### config.mk
export PLATFORM = sky130hd
export DESIGN_NAME = result_nibble_tx
export DESIGN_NICKNAME = d
export VERILOG_FILES = /design/src/rtl/ecc_pkg.sv /design/src/rtl/nibble_shreg.sv /design/src/rtl/result_nibble_tx.sv
export SDC_FILE = /design/constraint.sdc
export NUM_CORES = 1
export LEC_CHECK = 0
export CORE_MARGIN = 2
export CORE_UTILIZATION = 43
export CTS_CLUSTER_DIAMETER = 120
export CTS_CLUSTER_SIZE = 28
export DETAILED_ROUTE_END_ITERATION = 10
export PLACE_DENSITY = 0.7
export SYNTH_ARGS = -nofsm -noshare
export SYNTH_HDL_FRONTEND = slang
export SYNTH_SLANG_ARGS = --single-unit
### constraint.sdc
create_clock -name i_clk -period 1.8 [get_ports i_clk]
set_input_delay 0.18 -clock i_clk [delete_from_list [all_inputs] [get_ports i_clk]]
set_output_delay 0.18 -clock i_clk [all_outputs]
set_load 0.1 [all_outputs]
### src/rtl/ecc_pkg.sv
// Shared constants and the transmit FSM state type for the ECC result path.
package ecc_pkg;

   localparam int SIZE     = 32;
   localparam int NIBBLE_W = 4;

   typedef enum logic [2:0] {
      IDLE     = 3'd0,
      SEND_X   = 3'd1,
      SEND_Y   = 3'd2,
      SEND_CHK = 3'd3,
      DONE     = 3'd4
   } tx_state_t;

endpackage

### src/rtl/nibble_shreg.sv
// Nibble-stepped shift register: parallel load, right shift by NIBBLE_W, low nibble exposed.
module nibble_shreg #(
   parameter int SIZE     = ecc_pkg::SIZE,
   parameter int NIBBLE_W = ecc_pkg::NIBBLE_W
) (
   input  logic                clk,
   input  logic                rst_n,
   input  logic                load,
   input  logic                shift,
   input  logic [SIZE-1:0]     din,
   output logic [NIBBLE_W-1:0] nib
);

   logic [SIZE-1:0] sr_r;

   // Load wins over shift; zeros fill from the top as nibbles leave.
   always_ff @(posedge clk or negedge rst_n) begin
      if (!rst_n) begin
         sr_r <= '0;
      end else if (load) begin
         sr_r <= din;
      end else if (shift) begin
         sr_r <= sr_r >> NIBBLE_W;
      end else begin
         sr_r <= sr_r;
      end
   end

   assign nib = sr_r[NIBBLE_W-1:0];

endmodule

### src/rtl/result_nibble_tx.sv
// Serialises the kP.x / kP.y result pair onto a nibble bus, LSB nibble first.
// Optional trailing XOR checksum nibble is enabled by defining RESULT_NIB_CHK_EN.
module result_nibble_tx #(
   parameter int SIZE     = ecc_pkg::SIZE,
   parameter int NIBBLE_W = ecc_pkg::NIBBLE_W
) (
   input  logic                i_clk,
   input  logic                i_rst_n,
   input  logic                i_valid,
   input  logic [SIZE-1:0]     i_x,
   input  logic [SIZE-1:0]     i_y,
   input  logic                i_hold,
   output logic                o_ready,
   output logic [NIBBLE_W-1:0] o_nibble,
   output logic                o_nib_vld,
   output logic                o_sel,
   output logic                o_done
);

   import ecc_pkg::*;

   localparam int NUM_NIB = SIZE / NIBBLE_W;
   localparam int CNT_W   = $clog2(NUM_NIB) + 1;
   localparam logic [CNT_W-1:0] LAST_CNT = CNT_W'(NUM_NIB - 1);

   tx_state_t           state_r;
   logic [CNT_W-1:0]    cnt_r;
   logic                load_s;
   logic                shift_x_s;
   logic                shift_y_s;
   logic                last_s;
   logic [NIBBLE_W-1:0] x_nib_s;
   logic [NIBBLE_W-1:0] y_nib_s;
`ifdef RESULT_NIB_CHK_EN
   logic [NIBBLE_W-1:0] chk_r;
`endif

   assign load_s    = (state_r == IDLE) && i_valid;
   assign shift_x_s = (state_r == SEND_X) && !i_hold;
   assign shift_y_s = (state_r == SEND_Y) && !i_hold;
   assign last_s    = (cnt_r == LAST_CNT);

   nibble_shreg #(.SIZE(SIZE), .NIBBLE_W(NIBBLE_W)) u_x_sr (
      .clk   (i_clk),
      .rst_n (i_rst_n),
      .load  (load_s),
      .shift (shift_x_s),
      .din   (i_x),
      .nib   (x_nib_s)
   );

   nibble_shreg #(.SIZE(SIZE), .NIBBLE_W(NIBBLE_W)) u_y_sr (
      .clk   (i_clk),
      .rst_n (i_rst_n),
      .load  (load_s),
      .shift (shift_y_s),
      .din   (i_y),
      .nib   (y_nib_s)
   );

   // Transmit sequencer: word counter, state transitions and checksum accumulation.
   always_ff @(posedge i_clk or negedge i_rst_n) begin
      if (!i_rst_n) begin
         state_r <= IDLE;
         cnt_r   <= '0;
`ifdef RESULT_NIB_CHK_EN
         chk_r   <= '0;
`endif
      end else begin
         case (state_r)
            IDLE: begin
               if (i_valid) begin
                  state_r <= SEND_X;
                  cnt_r   <= '0;
`ifdef RESULT_NIB_CHK_EN
                  chk_r   <= '0;
`endif
               end
            end
            SEND_X: begin
               if (!i_hold) begin
`ifdef RESULT_NIB_CHK_EN
                  chk_r <= chk_r ^ x_nib_s;
`endif
                  if (last_s) begin
                     cnt_r   <= '0;
                     state_r <= SEND_Y;
                  end else begin
                     cnt_r <= cnt_r + CNT_W'(1);
                  end
               end
            end
            SEND_Y: begin
               if (!i_hold) begin
`ifdef RESULT_NIB_CHK_EN
                  chk_r <= chk_r ^ y_nib_s;
`endif
                  if (last_s) begin
                     cnt_r   <= '0;
`ifdef RESULT_NIB_CHK_EN
                     state_r <= SEND_CHK;
`else
                     state_r <= DONE;
`endif
                  end else begin
                     cnt_r <= cnt_r + CNT_W'(1);
                  end
               end
            end
`ifdef RESULT_NIB_CHK_EN
            SEND_CHK: begin
               if (!i_hold) begin
                  state_r <= DONE;
               end
            end
`endif
            DONE: begin
               state_r <= IDLE;
            end
            default: begin
               state_r <= IDLE;
               cnt_r   <= '0;
            end
         endcase
      end
   end

   // Output decode from registered state; the hold input only gates the valid strobe.
   always_comb begin
      o_ready   = 1'b0;
      o_nibble  = '0;
      o_nib_vld = 1'b0;
      o_sel     = 1'b0;
      o_done    = 1'b0;
      case (state_r)
         IDLE: begin
            o_ready = 1'b1;
         end
         SEND_X: begin
            o_nibble  = x_nib_s;
            o_nib_vld = !i_hold;
         end
         SEND_Y: begin
            o_nibble  = y_nib_s;
            o_nib_vld = !i_hold;
            o_sel     = 1'b1;
         end
`ifdef RESULT_NIB_CHK_EN
         SEND_CHK: begin
            o_nibble  = chk_r;
            o_nib_vld = !i_hold;
            o_sel     = 1'b1;
         end
`endif
         DONE: begin
            o_done = 1'b1;
         end
         default: begin
            o_ready = 1'b0;
         end
      endcase
   end

endmodule
Word-level counts from Yosys, hierarchy flattened --
Cells that the tools add are included.
Word-level totals: output and inout port bits 8, input port bits 68, bits in registers 71, logic and storage cells 45
Cells by class: eq/ne operators 10, reduce and logical (&&, ||, !) cells 10, bitwise gates (word level) 1, $add $sub $neg 1, multiplexer cells 19
Operators with widths (number):
- 2-to-1 mux 32 bit | 4
- 2-to-1 mux 3 bit | 5
- 2-to-1 mux 4 bit | 3
- != test 2 bit, second input constant | 6
- one-hot mux 4 bit (3 select lines) | 1
- one-hot mux 3 bit (3 select lines) | 1
- one-hot mux 4 bit (2 select lines) | 1
- AND reduction 5 bit | 1
- adder 4 x 1 -> 4 bit, second input constant | 1
- equality test 4 x 3 -> 1 bit, second input constant | 1
- 2-to-1 mux 1 bit | 4
- nonzero test 2 bit | 2
- equality test 3 x 1 -> 1 bit, second input constant | 1
- equality test 3 x 2 -> 1 bit, second input constant | 1
- equality test 3 bit, second input constant | 1
- logical AND 1 bit | 3
- logical NOT 3 bit | 1
- AND reduction 3 bit | 1
- OR reduction 2 bit | 1
- logical NOT 1 bit | 1
- NOT 1 bit | 1

Depth between registers and ports, before layout --
Gate-level depths: netlist of the first run.
depth in word-level cells 4, mapped depth 7, gate-level depth less buffers 5

Modules after synthesis --
A second synthesis of the first run with hierarchy kept.
Unflattened totals: cell total of the unflattened synthesis 345, area total of the unflattened synthesis 3577.2 um^2
Modules (own cells, without submodules):
- nibble_shreg | cells each 143, times used 2, area an instance 1527.7 um^2
- result_nibble_tx | cells each 59, times used 1, area an instance 521.8 um^2

Worst setup path before layout of the first run --
Ideal clock, no wire load.
path kind register -> register, start register state_r[2], end register u_y_sr.sr_r[16], arrival 3.214 ns, clock period less this slack 3.337 ns, stages on the path, launching flop included 6, path buffers 1, data required time 1.678 ns, path slack -1.537 ns, cells stage by stage dfrtp_1 > buf_2 > nor3_1 > nand2_1 > o22ai_1 > nor2_1
On the way: longest elaborated chain between the ends 3, elaborated cells between the ends (all ways) 6, classes of those cells eq/ne (1); mux (1); reduce/logical (4)
RTL lines:
- start, declared | RTL line result_nibble_tx.sv:26 | tx_state_t state_r;
- start signal, assigned | RTL line result_nibble_tx.sv:64 | state_r <= IDLE;
- start signal, assigned | RTL line result_nibble_tx.sv:73 | state_r <= SEND_X;
- start signal, assigned | RTL line result_nibble_tx.sv:87 | state_r <= SEND_Y;
- equality test 3 x 2 -> 1 bit or logical NOT 3 bit (tied branches) | RTL line result_nibble_tx.sv:40, result_nibble_tx.sv:38
- logical AND 1 bit, on equally long branches | RTL line result_nibble_tx.sv:40, result_nibble_tx.sv:38
- nonzero test 2 bit (no source line) or 2-to-1 mux 32 bit (tied branches)
- end signal, assigned | RTL line nibble_shreg.sv:21 | sr_r <= din;
- end signal, assigned | RTL line nibble_shreg.sv:23 | sr_r <= sr_r >> NIBBLE_W;
- end signal, assigned | RTL line nibble_shreg.sv:25 | sr_r <= sr_r;
- end, declared | RTL line nibble_shreg.sv:14 | logic [SIZE-1:0] sr_r;
Several ways; a longest one is shown, not always the timed one. A chain may end at the register's enable or synchronous reset.

Final worst setup path of the first run --
start register state_r[0], end output port o_nibble[1]
On the way: longest elaborated chain between the ends 2, elaborated cells between the ends (all ways) 3, classes of those cells eq/ne (2); mux (1)
RTL lines:
- equality test 3 x 2 -> 1 bit or equality test 3 x 1 -> 1 bit (tied branches) | RTL line result_nibble_tx.sv:135 | case (state_r)
- one-hot mux 4 bit (2 select lines) (*) | RTL line result_nibble_tx.sv:135
- end, declared | RTL line result_nibble_tx.sv:14 | output logic [NIBBLE_W-1:0] o_nibble,
Mark *: on every way between the ends. The rest lies on a longest branch, timed or not.

==> results of run 1 <==
[layout make-up]
| class | instances | share of cell area |
|---|---|---|
| clock buffer | 10 | 0.0293 |
| clock inverter | 6 | 0.00932 |
| inverter | 1 | 0.000799 |
| multi-input combinational | 234 | 0.323 |
| sequential | 71 | 0.379 |
| tap | 102 | 0.0272 |
| timing repair buffer | 99 | 0.231 |
[flip-flops by register name (all words and copies together), names as in the netlist]
register,count
u_y_sr.sr_r,32
cnt_r,4
state_r,3
u_x_sr.sr_r,32
[worst max path at each step]
stage	endpoint	cells after the start	from
floorplan	o_done	2	state_r[2]$_DFFE_PN0P_
global placement	u_x_sr.sr_r[23]$_DFFE_PN0P_	5	i_valid
detailed placement	u_y_sr.sr_r[15]$_DFFE_PN0P_	5	i_valid
CTS	o_nib_vld	4	state_r[2]$_DFFE_PN0P_
global route	o_nibble[1]	5	state_r[0]$_DFFE_PN0P_
finish	o_nibble[1]	5	state_r[0]$_DFFE_PN0P_
[metal layers]
metal	up-vias	share of wire	track usage
met5	-	0	0
met4	0	0.013	0.0515
met3	6	0.059	0.0602
met2	56	0.48	0.282
met1	1245	0.45	0.240
li1	1316	-	-
[report_power, final]
part	internal [mW]	switching, mW	total (mW)	leakage, nW
Clock	0.543	0.637	1.18	0.0926
Combinational	1.03	1.17	2.20	0.872
Sequential	2.18	0.360	2.54	0.917
[cell families after synthesis]
group,Yosys count,share of synthesized area
AND/OR/NAND/NOR,103,0.142
buffers and inverters,23,0.0486
flip-flops,71,0.523
multiplexers,48,0.141
adder cells (fa/ha/maj),1,0.00368
AO/OA/AOI/OAI,82,0.141
[cells in the mapped netlist (all sizes together) (2+ instances only)]
cell and instances:
dfrtp 71, nand2 64, o21ai 50, mux2i 48
nor2 19, buf 16, a22oi 11, a21oi 9
a22o 6, clkbuf 6, nor2b 5, nor3 4
nand2b 2, nor4b 2, o22ai 2
[repair_timing]
action / CTS / global route
resized for setup: 3 / 3
hold endpoints to repair: 71 / 0
pin swaps: 0 / 4
buffers inserted: 0 / 6
hold buffers: 1 / 0
endpoints found under the setup margin: 5 / 5
[worst max-delay path, delay by kind of cell, from the launching register on]
kind	cells	cell delay (ns)
AOI/OAI and AO/OA	1	0.12
buffers and inverters	2	0.33
and+or+nand+nor	2	0.37
DFF	1	0.41
[per-stage QoR]
stage	setup slack [ns]	instance area, um^2	hold WS, ns	TNS (ns)	total power, mW
2_1_floorplan	-0.195	3440	-0.116	-0.654	3.97
3_3_place_gp	0.0684	4440	0.239	0	4.63
3_5_place_dp	0.0252	4440	0.241	0	4.73
4_1_cts	0.00791	4640	0.357	0	5.94
5_1_grt	-0.0433	4700	0.341	-0.124	6.33
6_report	0.0435	4700	0.368	0	5.92
==> qor.yml, run 1 <==
finish:
  postLayoutCoreUtil: 0.611
  mostFrequentLayoutCell: "dfrtp_1"
  antenna_cells: 0
  area_delta_synth_final_pct: 38.3
  layout-drive-gt1-share: 0.162
  multiInputGateArea_mm2: 0.00152
  mostFrequentLayoutCells: "dfrtp_1, clkdlybuf4s50_1, nand2_1, mux2i_1, o21ai_1"
  nets: 485
  finalNonFillerCells: 523
  regArea_mm2: 0.00178
  fillers: 674
placement:
  dp_hpwl_um: 5180
  portBuffers: 75
  dp.cells: 500
  place_congestion: 0.754
grt:
  gr-total-overflow: 0
  grt_pass1_wl_um: 12100
  grt_max_degree: 72
  grt.total_usage: 0.180
  grt_pass1_vias: 2518
  antenna_found_initial: 0
setup_path:
  path_cells: "buf_6 -> nor2b_4 -> a22oi_2 -> nor2_2 -> buf_12"
  r2r_start: "state_r[2]$_DFFE_PN0P_"
  slowest_delay_ns: 0.41
  critical_path_arrival_ns: 1.58
  worst_r2r_path_depth: 5
  critPathSlowestCell: "dfrtp_1"
  crit_fanout: 6
  reg2reg_to: "u_y_sr.sr_r[15]$_DFFE_PN0P_"
  r2r_setup_slack_ns: 0.11
  critPathCaptureType: "primary output"
  cp-start-kind: "flip-flop"
  critical_path_required_ns: 1.62
  path_class: "reg2out"
yosys:
  yosysTopAreaCellShare: 0.523
  synth_cell_types: 33
  syn_inst: 328
  ys.flop_type: "dfrtp_1"
  yosys_warnings: 0
  syn_avg_cell_area_um2: 10.4
  syn_nets: 397
  ys_seq_elements: 71
  ys_seq_area_frac: 0.523
  synth_edf_count: 0
  synthArstFlopShare: 1.00
  synth_top_cells_by_area: "dfrtp_1, mux2i_1, nand2_1, o21ai_1, a22oi_1"
  mappedNetlistArea_mm2: 0.00340
  yosys.area.top_type: "dfrtp_1"
route:
  wire_per_inst_um: 14.4
  dr_total_vias: 2623
  via_per_inst: 5.02
  dr.pass1.iters: 4
  drt_iter0_drc: 113
  drt_wl_total_um: 7510
  route.detailed.drc: 0
  postRouteAntennaNets: 0
floorplanning:
  ios: 76
  die_y_um: 92.9
  initial_core_util: 0.442
  fp.coreArea_mm2: 0.00769
  die_w_um: 92.9
  rows: 32
  dieArea_mm2: 0.00863
timing:
  setup_violations: 0
  timing.fmax_mhz: 569
  slew_headroom: 0.479
  worst_pin_slew_ns: 0.779
  rsz0062_at_grt: "true"
  fin_crit_sh: 0.976
  skew_ns: 0.0142
  final-max-slew-violation-count: 0
  hold_violations: 0
  period_minus_slack_ns: 1.76
power_and_ir_drop:
  leakage_nw: 1.88
  peakVddDrop_v: 0.000540
  power_per_cell_area_mw_per_mm2: 1260
clock_tree:
  htreeDepth: 3
  clock_tree.root_cell: "clkbuf_8"
  clk-insertion-delay-late_ns: 0.34
  cts_tree: "yes"
  cts-buffers-inserted: 9
  clock_sinks: 71
  clkTransAtPathRegs_ns: 0.08
  clk_path_buf_depth: 2
outcome:
  status: "completed"
worst_hold_path:
  hold_path.class: "in2async"
job:
  maxCapViolations: 0
(Power assumes the default switching activity.)
==> run 2, diff against run 1 <==
CORE_UTILIZATION = 50   (was 43)
PLACE_DENSITY = 0.79   (was 0.7)
==> run 2 against run 1 <==
Effect of this change:
- critical path type is now reg2reg
- first-iteration DRC count up 9.7%
- final area shrank 0.72%
- count of clock-buffer cells in the layout unchanged
- clock skew is 0.0042 ns lower
==> qor.yml, run 2 (synthesis gave the netlist of run 1 again) <==
outcome:
  status: "completed"
timing:
  setup_violations: 0  # unchanged
  rsz0062_at_grt: "true"
  fin_crit_sh: 0.964  # -0.0115
  final-max-slew-violation-count: 0  # unchanged
  worst_pin_slew_ns: 0.842  # +0.0624 ns
  slew_headroom: 0.437  # -0.0418
  final.setup.tns_ns: 0  # unchanged
  hold_violations: 0  # unchanged
  timing.fmax_mhz: 576  # +1.2%
  finalWorstSetupSlack_ns: 0.0642  # +0.0207 ns
  skew_ns: 0.00997  # -0.00418 ns
  period_minus_slack_ns: 1.74  # -0.0207 ns
finish:
  area_delta_synth_final_pct: 37.3
  nets: 483  # -0.41%
  mostFrequentLayoutCells: "dfrtp_1, clkdlybuf4s50_1, nand2_1, mux2i_1, o21ai_1"
  fillers: 527  # -22%
  antenna_cells: 0  # unchanged
  top_regs: "u_x_sr.sr_r (32), u_y_sr.sr_r (32), cnt_r (4)"
  mostFrequentLayoutCell: "dfrtp_1"
  layout-drive-gt1-share: 0.158  # -0.00400
power_and_ir_drop:
  finalPower_mw: 5.97  # +0.82%
  power_per_cell_area_mw_per_mm2: 1280  # +1.6%
  leakage_nw: 1.88  # -0.20%
  peakVddDrop_v: 0.000651  # +21%
route:
  drt_wl_total_um: 7250  # -3.5%
  dr_total_vias: 2666  # +1.6%
  postRouteAntennaNets: 0  # unchanged
  via_per_inst: 5.34  # +6.5%
  dr.pass1.iters: 4  # unchanged
  wire_per_inst_um: 14.5  # +1.1%
  route.detailed.drc: 0  # unchanged
  drt_iter0_drc: 124  # +9.7%
setup_path:
  critPathSlowestCell: "dfrtp_2"
  path_cells: "buf_4 -> nor4b_4 -> buf_12 -> mux2i_1 -> o21ai_1"
  path_class: "reg2reg"
  crit_fanout: 28  # +22
  critical_path_arrival_ns: 1.95  # +0.37 ns
  slowest_delay_ns: 0.50  # +0.09 ns
  cp-start-kind: "flip-flop"
  critical_path_required_ns: 2.01  # +0.39 ns
  critPathCaptureType: "flip-flop"
floorplanning:
  rows: 30  # -6.3%
  fp.coreArea_mm2: 0.00668  # -13%
  die_y_um: 86.4  # -6.9%
  initial_core_util: 0.508  # +0.0665
  ios: 76  # unchanged
  dieArea_mm2: 0.00747  # -13%
  die_w_um: 86.4  # -6.9%
grt:
  grt_pass1_wl_um: 11800  # -2.5%
  grt_max_degree: 72  # unchanged
  antenna_found_initial: 0  # unchanged
  gr-total-overflow: 0  # unchanged
  grt.total_usage: 0.203  # +0.0228
  grt_pass1_vias: 2563  # +1.8%
clock_tree:
  clock_tree.root_cell: "clkbuf_8"
  clkTransAtPathRegs_ns: 0.08  # about the same
  clk_path_buf_depth: 2  # unchanged
  clk-insertion-delay-late_ns: 0.34  # about the same
  cts-buffers-inserted: 9  # unchanged
  htreeDepth: 3  # unchanged
  cts_tree: "yes"
  clock_sinks: 71  # unchanged
placement:
  place_congestion: 0.787  # +4.4%
  dp_slack_ns: 0.0143  # -0.0110 ns
  portBuffers: 75  # unchanged
  dp_hpwl_um: 5130  # -0.89%
worst_hold_path:
  hold_path.class: "in2reg"
job:
  maxCapViolations: 0  # unchanged
-- run 2: cell types whose count changed in the layout (fill, tap and decap cells not counted), sizes merged --
cell	delta
buf	-2
bufinv	+1
clkinvlp	+1
clkinv	-1
inv	-1
-- run 2: repair_timing --
item | in CTS | in global routing
setup buffers | 0 | 4
setup endpoints to repair | 5 | 7
hold endpoints to repair | 71 | 0
resized for setup | 4 | 1
hold buffers | 1 | 0
pin swaps | 0 | 2
-- run 2: cell type report --
cell class / count / area, um^2 / share of cell area
Clock inverter: 6 / 60.1 / 0.0129
Timing Repair Buffer: 97 / 1070 / 0.229
Tap cell: 80 / 100 / 0.0215
Clock buffer: 10 / 138 / 0.0295
Multi-Input combinational cell: 234 / 1510 / 0.324
Inverter: 1 / 3.75 / 0.000805
Sequential cell: 71 / 1780 / 0.382
-- run 2: metal layers --
metal | global-route usage | wire length, um
met1 | 0.251 | 3120
met3 | 0.0657 | 349
met5 | 0 | 0
met4 | 0.0526 | 80
met2 | 0.345 | 3700
-- run 2: power by group --
part / internal (mW) / total (mW) / switching (mW)
combinational: 1.01 / 2.17 / 1.16
sequential: 2.18 / 2.55 / 0.374
clock: 0.670 / 1.25 / 0.576
total: 3.86 / 5.97 / 2.11
-- run 2: worst paths after layout --
path / to / start / cells past startpoint / slack [ns]
worst max-delay path: u_y_sr.sr_r[23]$_DFFE_PN0P_ / state_r[0]$_DFFE_PN0P_ / 5 / 0.06
worst min-delay path: u_y_sr.sr_r[17]$_DFFE_PN0P_ / i_y[17] / 3 / 0.38
worst max register to register: u_y_sr.sr_r[23]$_DFFE_PN0P_ / state_r[0]$_DFFE_PN0P_ / 5 / 0.06
worst min register to register: u_x_sr.sr_r[0]$_DFFE_PN0P_ / u_x_sr.sr_r[0]$_DFFE_PN0P_ / 2 / 0.49
max in group asynchronous: state_r[1]$_DFFE_PN0P_ / i_rst_n / 3 / 1.11
min in group asynchronous: u_y_sr.sr_r[9]$_DFFE_PN0P_ / i_rst_n / 3 / 0.39
-- run 2: through the flow --
step / cells / hold WS, ns / instance area (um^2) / util
4_1_cts: 495 / 0.363 / 4630 / 0.693
6_report: 499 / 0.379 / 4660 / 0.698
3_5_place_dp: 478 / 0.235 / 4410 / 0.660
2_1_floorplan: 328 / -0.116 / 3440 / -
3_3_place_gp: 478 / 0.235 / 4410 / 0.660
5_1_grt: 499 / 0.383 / 4660 / 0.698
-- run 2: worst max-delay path, delay by kind of cell, from the launching register on --
kind | cells | cell delay, ns
flip-flops | 1 | 0.50
buffers and inverters | 2 | 0.44
AND/OR/NAND/NOR | 1 | 0.37
multiplexers | 1 | 0.21
AO/OA/AOI/OAI | 1 | 0.08
